==> src/rtl/alarm_scheduler.sv <==
// Alarm scheduler: programmable alarm time, ring / snooze / auto-stop FSM.
//
// Ports:
//   clk, rst_n        system clock, asynchronous active-low reset
//   tick_1s           one-clock pulse per second from the time-of-day counter
//   cur_hour/minute/second  current time of day (binary)
//   alarm_arm         level, 1 = alarm enabled
//   set_hour/minute   one-clock pulses that advance the programmed alarm time
//   snooze, stop      one-clock button pulses
//   alarm_hour/minute programmed alarm time
//   buzzer            buzzer drive
//   ringing/snoozing  1 while in RING / SNOOZE
//   snooze_count      snoozes used in the current alarm event
//
// Build option: define ALARM_BEEP_EN for a 1 s on / 1 s off buzzer pattern
// while ringing; otherwise the buzzer is a steady tone equal to ringing.
module alarm_scheduler #(
  parameter int unsigned SNOOZE_MIN       = 9,
  parameter int unsigned RING_TIMEOUT_MIN = 5,
  parameter int unsigned MAX_SNOOZES      = 3,
  parameter int unsigned RESET_ALARM_HOUR = 7
) (
  input  logic       clk,
  input  logic       rst_n,
  input  logic       tick_1s,
  input  logic [4:0] cur_hour,
  input  logic [5:0] cur_minute,
  input  logic [5:0] cur_second,
  input  logic       alarm_arm,
  input  logic       set_hour,
  input  logic       set_minute,
  input  logic       snooze,
  input  logic       stop,
  output logic [4:0] alarm_hour,
  output logic [5:0] alarm_minute,
  output logic       buzzer,
  output logic       ringing,
  output logic       snoozing,
  output logic [2:0] snooze_count
);

  localparam int unsigned TIMER_W = 11;
  localparam int unsigned CNT_W   = 3;
  localparam int unsigned HOUR_W  = 5;
  localparam int unsigned MIN_W   = 6;

  localparam logic [TIMER_W-1:0] RING_LOAD   = TIMER_W'(RING_TIMEOUT_MIN * 60);
  localparam logic [TIMER_W-1:0] SNOOZE_LOAD = TIMER_W'(SNOOZE_MIN * 60);
  localparam logic [CNT_W-1:0]   MAX_CNT     = CNT_W'(MAX_SNOOZES);
  localparam logic [HOUR_W-1:0]  RST_HOUR    = HOUR_W'(RESET_ALARM_HOUR);

  typedef enum logic [1:0] {
    IDLE   = 2'd0,
    RING   = 2'd1,
    SNOOZE = 2'd2
  } state_t;

  state_t             state_q, state_d;
  logic [HOUR_W-1:0]  hour_d;
  logic [MIN_W-1:0]   minute_d;
  logic [TIMER_W-1:0] ring_tmr_q, ring_tmr_d;
  logic [TIMER_W-1:0] snz_tmr_q, snz_tmr_d;
  logic [CNT_W-1:0]   count_d;
  logic               buzzer_d;
  logic               match;

  assign match = alarm_arm & tick_1s & (cur_hour == alarm_hour) &
                 (cur_minute == alarm_minute) & (cur_second == 6'd0);

  // State and registered outputs
  always_ff @(posedge clk or negedge rst_n) begin
    if (!rst_n) begin
      state_q      <= IDLE;
      alarm_hour   <= RST_HOUR;
      alarm_minute <= '0;
      ring_tmr_q   <= '0;
      snz_tmr_q    <= '0;
      snooze_count <= '0;
      buzzer       <= 1'b0;
      ringing      <= 1'b0;
      snoozing     <= 1'b0;
    end else begin
      state_q      <= state_d;
      alarm_hour   <= hour_d;
      alarm_minute <= minute_d;
      ring_tmr_q   <= ring_tmr_d;
      snz_tmr_q    <= snz_tmr_d;
      snooze_count <= count_d;
      buzzer       <= buzzer_d;
      ringing      <= (state_d == RING);
      snoozing     <= (state_d == SNOOZE);
    end
  end

  // Next-state logic; priority: disarm > stop > snooze > timer expiry > match
  always_comb begin
    state_d    = state_q;
    hour_d     = alarm_hour;
    minute_d   = alarm_minute;
    ring_tmr_d = ring_tmr_q;
    snz_tmr_d  = snz_tmr_q;
    count_d    = snooze_count;
    buzzer_d   = 1'b0;

    // Time setting is independent of the FSM; minute wrap does not carry
    if (set_hour)
      hour_d = (alarm_hour == 5'd23) ? 5'd0 : alarm_hour + 5'd1;
    if (set_minute)
      minute_d = (alarm_minute == 6'd59) ? 6'd0 : alarm_minute + 6'd1;

    if (!alarm_arm) begin
      state_d = IDLE;
      count_d = '0;
    end else begin
      unique case (state_q)
        IDLE: begin
          if (match) begin
            state_d    = RING;
            count_d    = '0;
            ring_tmr_d = RING_LOAD;
          end
        end
        RING: begin
          if (stop) begin
            state_d = IDLE;
            count_d = '0;
          end else if (snooze && (snooze_count < MAX_CNT)) begin
            state_d   = SNOOZE;
            count_d   = snooze_count + 3'd1;
            snz_tmr_d = SNOOZE_LOAD;
          end else if (tick_1s) begin
            // An ignored snooze falls through to the timer
            if (ring_tmr_q == 11'd1) begin
              state_d = IDLE;
              count_d = '0;
            end
            ring_tmr_d = ring_tmr_q - 11'd1;
          end
        end
        SNOOZE: begin
          if (stop) begin
            state_d = IDLE;
            count_d = '0;
          end else if (tick_1s) begin
            if (snz_tmr_q == 11'd1) begin
              state_d    = RING;
              ring_tmr_d = RING_LOAD;
            end
            snz_tmr_d = snz_tmr_q - 11'd1;
          end
        end
        default: begin
          state_d = IDLE;
          count_d = '0;
        end
      endcase
    end

`ifdef ALARM_BEEP_EN
    // Beep starts on at every RING entry, then toggles once per second
    if (state_d == RING) begin
      if (state_q != RING)
        buzzer_d = 1'b1;
      else if (tick_1s)
        buzzer_d = ~buzzer;
      else
        buzzer_d = buzzer;
    end
`else
    buzzer_d = (state_d == RING);
`endif
  end

endmodule

==> config.mk <==
export PLATFORM = sky130hd
export DESIGN_NAME = alarm_scheduler
export DESIGN_NICKNAME = d
export VERILOG_FILES = /design/src/rtl/alarm_scheduler.sv
export SDC_FILE = /design/constraint.sdc
export NUM_CORES = 1
export LEC_CHECK = 0
export BUFFER_PORTS_ARGS = -buffer_cell sky130_fd_sc_hd__buf_2
export CAP_MARGIN = 15
export CORE_MARGIN = 10
export CORE_UTILIZATION = 45
export DETAILED_ROUTE_END_ITERATION = 8
export HOLD_SLACK_MARGIN = 0.02
export PLACE_DENSITY = 0.76
export SETUP_SLACK_MARGIN = 0.4
export SLEW_MARGIN = 40
export SYNTH_ARGS = -nofsm -noshare
export SYNTH_HDL_FRONTEND = slang
export SYNTH_SLANG_ARGS = --single-unit
==> constraint.sdc <==
create_clock -name clk -period 2.5 [get_ports clk]
set_input_delay 0.5 -clock clk [delete_from_list [all_inputs] [get_ports clk]]
set_output_delay 0.5 -clock clk [all_outputs]
set_load 0.02 [all_outputs]
==> impl_metrics.yaml, run 1 <==
status:
  status: "completed"
floorplanning:
  start_util_pct: 46.1
  num_rows: 26
  die_y_um: 92.4
  die_area_um2: 8530
  die_x_um: 92.4
  pin_count: 42
  coreArea_um2: 5110
synth:
  synth-seq-area-share_pct: 42.6
  synth-adder-area-share_pct: 3.72
  synth-seq-cells: 40
  synth_cells: 249
  synth_top_family_by_area: "simple AND/OR/NAND/NOR gates"
  synth_compound_area_share_pct: 14.9
  synth_top_flop_cell: "dfrtp_1"
  async_flop_share_pct: 100
  synthMuxAreaShare_pct: 1.81
  synth.distinct_cells: 49
  synth_nets: 281
  yosysWarnings: 0
  synth_edf_count: 0
  netlist_area_um2: 2360
  syn_area_per_cell_um2: 9.46
  synth-xor-area-share_pct: 8.92
  synth_simple_gate_area_share_pct: 24.2
routing:
  ant_nets: 0
  drt_pass1_iterations: 5
  routedWlPerCell_um: 14.6
  wl_um: 5290
  via_count: 1980
  avgViaCountPerCell: 5.45
  drc: 0
  first_iter_violations: 136
clocking:
  insertion_delay_ns: 0.29
  post_cts_resized: 0
  cts_tree: "done"
  postCtsHoldBufs: 0
  htree_levels: 2
  ctsRootBufferMaster: "clkbuf_8"
  cts_made_buffers: 5
  max-clock-path-buffers: 2
  path_clk_slew_ns: 0.08
  cts_setup_buffers: 0
  clock-sinks: 40
global_route:
  grt_pass1_wl_um: 9360
  grt_max_degree: 41
  grt_overflow: 0
  grt_pass1_vias: 2043
  antenna_found_initial: 0
  grt.total_usage_pct: 13.3
place:
  globalplace.congestion: 0.870
  io_buffer_count: 41
  hpwlAfterDp_um: 3970
critical_path:
  rrSetupSlack_ns: 0.50
  rr_worst_depth: 5
  path_max_fanout: 3
  cpMaxStageDelayCell: "or4_1"
  r2r-start: "snz_tmr_q[3]"
  path_cells: "buf_2 -> or4_1 -> nor4_1 -> nand4_1 -> a221oi_2 -> o21ai_0"
  r2r_end: "ring_tmr_q[9]"
  arrival_ns: 2.22
  crit_end: "snooze_count[2]"
  crit_start: "cur_second[3]"
  cp-start-kind: "input port"
  slowest_delay_ns: 0.51
  cp-end-kind: "flop"
  crit_type: "input port to flop"
  worstPathRequired_ns: 2.67
job:
  drv_cap: 0
min_path:
  holdCritPathClass: "input port to asynchronous set/reset pin"
timing:
  clock_skew_ns: 0.00423
  period_share_pct: 82.2
  fmax_mhz: 487
  fin_crit_ns: 2.06
  setup_tns_ns: 0
  maxSlewHeadroom_pct: 57.7
  hold_violations: 0
  drv_slew: 0
  rsz0062_at_grt: "no"
  tightest_slew_ns: 0.629
  setup_viol: 0
cells_and_area:
  area_growth_pct: 15.2
  layout_common_cells: "40 x buf_2, 37 x dfrtp_1, 29 x nand2_1"
  final_common_cell: "buf_2"
  num_antenna_cells: 0
  drive_gt1_share_pct: 22.5
  layout.nets: 324
power:
  power_density_nw_per_um2: 662
  peakVddDrop_v: 0.000620
  power_mw: 1.80
  power.leakage_nw: 1.30
## logic make-up after synthesis
logic type                 after synthesis
muxes                                    4
buffers and inverters                   18
xor gates and xnor gates                24
and+or+nand+nor                        108
adders and majority gates                7
DFF                                     40
AOI/OAI and AO/OA                       48
## worst min-delay path by stage
| stage | startpoint | to | slack, ns | cells after the start |
|---|---|---|---|---|
| 6_report | rst_n | alarm_minute[1] | 0.18 | 1 |
| 5_1_grt | rst_n | alarm_minute[1] | 0.22 | 1 |
| 4_1_cts | rst_n | ring_tmr_q[0] | 0.19 | 1 |
| 3_5_place_dp | rst_n | alarm_minute[1] | 0.51 | 1 |
| 3_3_place_gp | snz_tmr_q[1] | snz_tmr_q[1] | 0.50 | 1 |
| 2_1_floorplan | rst_n | alarm_hour[3] | 0.20 | 0 |
## metrics by stage
stage	hold WS (ns)	cells	utilization (%)	setup WS, ns	cell area [um2]
2_1_floorplan	0.204	249	-	0.481	2360
3_3_place_gp	0.502	355	51.3	0.186	2620
3_5_place_dp	0.506	355	51.4	0.147	2630
4_1_cts	0.193	363	53.2	0.406	2720
5_1_grt	0.220	363	53.2	0.405	2720
6_report	0.177	363	53.2	0.445	2720
## critical path, delay by kind of cell
kind	cells	cell delay, ns
compound gates	2	0.52
simple gates	3	1.11
buf+inv	1	0.09
## per-layer routing
metal | vias to the layer above | global-route usage [%] | part of all wire [%] | routed length (um)
li1 | 986 | - | - | -
met1 | 948 | 15.2 | 45 | 2390
met2 | 38 | 23.1 | 49 | 2610
met3 | 8 | 3.07 | 3.6 | 189
met4 | 0 | 6.43 | 2.1 | 112
met5 | - | 0 | 0 | 0
## cell type report
class	instances	area, um2
timing repair buffer	45	238
tap	70	87.6
sequential	40	1000
fill	473	2390
clock buffer	8	90.1
multi-input combinational	191	1260
inverter	9	33.8
## cell usage after synthesis, drive strengths merged (3+ instances only)
| cell | instances | area [um2] |
|---|---|---|
| nor4 | 5 | 46.3 |
| nand4 | 12 | 75.1 |
| a21oi | 10 | 57.6 |
| nand3 | 6 | 30.0 |
| xor2 | 22 | 193 |
| nor3 | 11 | 55.1 |
| ha | 7 | 87.6 |
| o2bb2ai | 3 | 26.3 |
| nand2b | 4 | 25.0 |
| inv | 9 | 33.8 |
| nor2 | 20 | 75.1 |
| buf | 6 | 45.0 |
| a21o | 9 | 67.6 |
| or4 | 3 | 26.3 |
| nand2 | 29 | 109 |
| or3 | 4 | 25.0 |
| clkbuf | 3 | 11.3 |
| o21ai | 10 | 53.8 |
| nor2b | 5 | 31.3 |
| dfrtp | 37 | 926 |
| dfstp | 3 | 78.8 |
## registers in the layout, summed over array words and instances (netlist names)
signal,count
state_q,2
snooze_count,3
ring_tmr_q,11
alarm_minute,6
snz_tmr_q,11
alarm_hour,5
snoozing,1
ringing,1
## power by group
part	switching [mW]	total (mW)	internal (mW)
clock	0.225	0.450	0.225
combinational	0.271	0.466	0.196
sequential	0.139	0.881	0.742
Note: power is estimated with default switching activity, not from simulation.
==> inputs of run 2 (changes only) <==
PLACE_DENSITY = 0.78   (was 0.76)
clock period = 1.82 ns   (was 2.5 ns; I/O delays follow)
==> run 2 against run 1 <==
  * The run now ends with negative setup slack left
  * Critical endpoint is now ring_tmr_q[9]
  * Critical path type is now flop to flop
  * Worst setup slack got worse by 0.49 ns
  * Clock skew increased by 0.0011 ns
  * Combinational power increased by 120%
  * Highest routed layer unchanged
  * Register-to-register slack got worse by 0.54 ns
==> impl_metrics.yaml, run 2 (synthesis results as in run 1) <==
global_route:
  grt_max_degree: 20
  grtUsageMet2_pct: 28.2
  antenna_found_initial: 0
  top_usage_layer: "met2"
  grt_pass1_wl_um: 11000
  grtUsageMet1_pct: 17.3
  grt_overflow: 0
  grt_pass1_vias: 2338
  use_met3_pct: 4.28
  grt.total_usage_pct: 15.9
status:
  violations: "negative setup slack"
  status: "complete, but fails checks"
place:
  io_buffer_count: 41
  hpwlAfterDp_um: 4680
  dp.cells: 387
  globalplace.congestion: 0.877
  placed_cell_area_um2: 2890
power:
  clkPwrFrac_pct: 25.0
  combPwrFrac_pct: 35.7
  power.leakage_nw: 1.60
  peakVddDrop_v: 0.000800
  swShare_pct: 34.1
  p_int_mw: 1.92
  switchingPower_uw: 989
  power.share.sequential_pct: 39.3
  power_density_nw_per_um2: 883
floorplanning:
  pin_count: 42
  die_x_um: 92.4
  num_rows: 26
  die_y_um: 92.4
  start_util_pct: 46.1
  coreArea_um2: 5110
  die_area_um2: 8530
cells_and_area:
  num_antenna_cells: 0
  drive_gt1_share_pct: 40.9
  top_regs: "ring_tmr_q: 11 flops, snz_tmr_q: 11 flops, alarm_minute: 6 flops"
  final_area_um2: 3290
  final_cells: 410
  layout_common_cells: "44 x buf_4, 36 x buf_2, 35 x dfrtp_1"
  layout.nets: 371
  nFillCells: 382
  area_growth_pct: 39.7
  final_common_cell: "buf_4"
timing:
  rsz0062_at_grt: "yes"
  hold_violations: 0
  drv_slew: 0
  setup_slack_ns: -0.0421
  hold_ws_ns: 0.295
  setup_viol: 3
  fmax_mhz: 537
  setup_tns_ns: -0.112
  fin_crit_ns: 1.86
  maxSlewHeadroom_pct: 68.8
  period_share_pct: 102
  clock_skew_ns: 0.00534
  tightest_slew_ns: 0.468
job:
  drv_cap: 0
routing:
  drc: 0
  ant_nets: 0
  avgViaCountPerCell: 5.50
  via_count: 2255
  wl_um: 6810
  drt_pass1_iterations: 4
  first_iter_violations: 126
  routedWlPerCell_um: 16.6
critical_path:
  cp-start-kind: "flop"
  crit_end: "ring_tmr_q[9]"
  r2r-start: "snz_tmr_q[1]"
  rrSetupSlack_ns: -0.04
  rr_worst_depth: 7
  slowest_delay_ns: 0.41
  path_cells: "inv_1 -> ha_1 -> nand2b_1 -> nor4_4 -> a21o_1 -> o21ai_4 -> a21bo_2"
  cp-end-kind: "flop"
  cpMaxStageDelayCell: "dfrtp_1"
  critPathTopFamily: "compound AO/OA/AOI/OAI gates"
  cp.depth: 7
  cp_num_buf_inv: 1
  r2r_end: "ring_tmr_q[9]"
  worstPathRequired_ns: 2.01
  crit_type: "flop to flop"
  arrival_ns: 2.05
  crit_start: "snz_tmr_q[1]"
  path_max_fanout: 11
clocking:
  clock-sinks: 40
  cts_tree: "done"
  ctsRootBufferMaster: "clkbuf_8"
  max-clock-path-buffers: 2
  cts_made_buffers: 5
  path_clk_slew_ns: 0.08
  htree_levels: 2
  insertion_delay_ns: 0.30
min_path:
  holdCritPathClass: "input port to flop"
-- run 2: cell types whose count changed in the layout (fill, tap and decap cells not counted), moves of 3 or more --
| cell | before | now |
|---|---|---|
| nand2_2 | 0 | 3 |
| buf_6 | 0 | 11 |
| nand2_1 | 29 | 25 |
| nor4_1 | 4 | 1 |
| buf_4 | 5 | 44 |
| buf_2 | 40 | 36 |
| nor2b_1 | 5 | 1 |
-- run 2: worst min path at each step --
stage	cells after the start	slack, ns	from	end
after floorplan	0	0.07	rst_n	alarm_hour[3]
after global placement	1	0.33	rst_n	alarm_minute[1]
after detailed placement	1	0.33	rst_n	alarm_minute[1]
after CTS	2	0.28	set_hour	alarm_hour[0]
after global routing	2	0.31	set_hour	alarm_hour[0]
final	2	0.29	set_hour	alarm_hour[0]
-- run 2: metrics by stage --
stage                     utilization [%]  power (mW)  setup WS (ns)
final                                64.4        2.90        -0.0421
after global placement               56.6        1.97         -0.128
after detailed placement             56.6        2.01         -0.144
after floorplan                         -        1.63        0.00604
after global routing                 64.4        3.08         -0.119
after CTS                            61.6        2.81        0.00950
-- run 2: layout make-up --
cell class | count | area, um2 | area share (%)
clock buffer | 5 | 68.8 | 2.09
multi-input combinational | 191 | 1410 | 42.7
inverter | 9 | 33.8 | 1.03
timing repair buffer | 92 | 644 | 19.6
tap | 70 | 87.6 | 2.66
clock inverter | 3 | 42.5 | 1.29
sequential | 40 | 1010 | 30.6
-- run 2: power groups by stage --
stage	Sequential (mW)	Combinational, mW	Clock (mW)
3_3_place_gp	1.14	0.830	0
6_report	1.14	1.04	0.725
2_1_floorplan	1.31	0.323	0
3_5_place_dp	1.15	0.859	0
5_1_grt	1.16	1.14	0.787
4_1_cts	1.13	0.939	0.745
-- run 2: routing by layer --
metal | vias to the layer above | wire, um
met5 | - | 0
li1 | 1078 | -
met3 | 23 | 390
met4 | 0 | 295
met2 | 75 | 3450
met1 | 1079 | 2680
-- run 2: repair_timing --
item,4_1_cts,5_1_grt
gates resized for setup,22,23
setup endpoints to repair,31,37
pin swaps,9,15
buffers inserted,8,6
endpoints found under the hold margin,17,0
hold buffers,1,0
==> inputs of run 3 (changes only) <==
REMOVE_ABC_BUFFERS = 1   (was not set)
==> run 3 against run 2 <==
  * The run still ends with negative setup slack left
  * First-iteration DRC count up 32%
  * Highest routed layer unchanged
  * Global-route usage down 1.4 points
  * Sequential share of layout area up 0.34 points
  * Core utilization down 0.71 points
  * Via count down 2.6%
  * Critical endpoint unchanged
==> impl_metrics.yaml, run 3 (synthesis results as in run 1) <==
timing:
  maxSlewHeadroom_pct: 68.3
  setup_viol: 1
  fmax_mhz: 546
  drv_slew: 0
  clock_skew_ns: 0.00885
  fin_crit_ns: 1.83
  tightest_slew_ns: 0.475
  setup_slack_ns: -0.0128
  period_share_pct: 101
  rsz0062_at_grt: "yes"
  hold_violations: 0
job:
  drv_cap: 0
floorplanning:
  die_x_um: 92.4
  die_y_um: 92.4
  die_area_um2: 8530
  start_util_pct: 46.1
  pin_count: 42
  coreArea_um2: 5110
  num_rows: 26
power:
  power_density_nw_per_um2: 903
  power_mw: 2.94
  combPwrFrac_pct: 36.8
  clkPwrFrac_pct: 24.6
  p_int_mw: 1.93
  power.share.sequential_pct: 38.5
  peakVddDrop_v: 0.000914
  switchingPower_mw: 1.01
  power.leakage_nw: 1.58
  swShare_pct: 34.4
clocking:
  max-clock-path-buffers: 2
  htree_levels: 2
  cts_made_buffers: 5
  path_clk_slew_ns: 0.08
  ctsRootBufferMaster: "clkbuf_8"
  insertion_delay_ns: 0.30
  cts_tree: "done"
  clock-sinks: 40
cells_and_area:
  final_common_cell: "buf_4"
  final_area_um2: 3250
  top_regs: "ring_tmr_q: 11 flops, snz_tmr_q: 11 flops, alarm_minute: 6 flops"
  area_growth_pct: 38.1
  drive_gt1_share_pct: 39.2
  layout_common_cells: "37 x buf_4, 36 x buf_2, 35 x dfrtp_1"
  postLayoutCoreUtil_pct: 63.7
  final_cells: 404
  num_antenna_cells: 0
  layout.nets: 365
place:
  io_buffer_count: 41
  placed_cell_area_um2: 2830
  dp.cells: 381
  dpl_worst_slack_ns: -0.333
  hpwlAfterDp_um: 4430
  globalplace.congestion: 0.846
global_route:
  grt.total_usage_pct: 14.5
  grt_max_degree: 24
  grt_pass1_vias: 2234
  antenna_found_initial: 0
  grt_pass1_wl_um: 10400
  grt_overflow: 0
routing:
  routedWlPerCell_um: 15.9
  ant_nets: 0
  avgViaCountPerCell: 5.44
  first_iter_violations: 166
  drt_pass1_iterations: 4
  wl_um: 6420
  drc: 0
  via_count: 2196
critical_path:
  path_max_fanout: 11
  crit_type: "flop to flop"
  cp-end-kind: "flop"
  worstPathRequired_ns: 2.01
  cp-start-kind: "flop"
  arrival_ns: 2.02
status:
  status: "complete, but fails checks"
  violations: "negative setup slack"
min_path:
  holdCritPathClass: "input port to flop"
[run 3: cell count changes in the layout (fill, tap and decap cells not counted), sizes merged]
cell      delta
clkbuf       +1
clkinvlp     -1
buf          -6
[run 3: through the flow]
| stage | hold slack (ns) | setup TNS [ns] |
|---|---|---|
| 6_report | 0.301 | -0.0128 |
| 5_1_grt | 0.332 | -0.281 |
| 4_1_cts | 0.295 | -0.00153 |
| 3_5_place_dp | 0.340 | -4.00 |
| 3_3_place_gp | 0.337 | -3.55 |
| 2_1_floorplan | 0.0684 | -0.603 |
[run 3: final cells by class]
type	count	area, um2
clock buffers	6	72.6
clock inverters	2	35.0
fillers	373	1850
inverters	9	33.8
multi-input cells	191	1410
flip-flops and latches	40	1010
well taps	70	87.6
repair buffers	86	612
[run 3: repair_timing]
| action | in CTS | in global routing |
|---|---|---|
| resized for setup | 23 | 26 |
| hold buffers | 1 | 0 |
| pin swaps | 20 | 21 |
| setup buffers | 2 | 12 |
| hold endpoints to repair | 14 | 0 |
| endpoints found under the setup margin | 36 | 37 |
[run 3: power by group through the flow]
| stage | logic, mW | clock network (mW) | registers (mW) |
|---|---|---|---|
| floorplan | 0.287 | 0 | 1.33 |
| global placement | 0.859 | 0 | 1.14 |
| detailed placement | 0.882 | 0 | 1.14 |
| CTS | 0.946 | 0.737 | 1.13 |
| global route | 1.18 | 0.785 | 1.15 |
| finish | 1.08 | 0.725 | 1.13 |
[run 3: final timing paths]
| path | end | slack [ns] | from | cells past startpoint |
|---|---|---|---|---|
| max in group asynchronous | ring_tmr_q[7] | 0.80 | rst_n | 3 |
| max reg2reg | ring_tmr_q[9] | -0.01 | snz_tmr_q[3] | 5 |
| min in group asynchronous | snz_tmr_q[9] | 0.54 | rst_n | 2 |
| min | alarm_hour[0] | 0.30 | set_hour | 2 |
| min reg2reg | snz_tmr_q[1] | 0.52 | snz_tmr_q[1] | 1 |
| max | ring_tmr_q[9] | -0.01 | snz_tmr_q[3] | 5 |
[run 3: critical path, stage by stage, from the launching register on]
cell and delay (ns):
dfrtp_1 0.38, or4_4 0.57, nor4_4 0.19, a21o_1 0.19
o21ai_4 0.12, a21bo_2 0.25
[run 3: routing by layer]
layer	vias up	share of wire (%)	GRT usage (%)
met2	74	50	24.7
met3	12	6.2	5.00
li1	1060	-	-
met4	0	1.4	4.50
met5	-	0	0
met1	1050	42	16.8
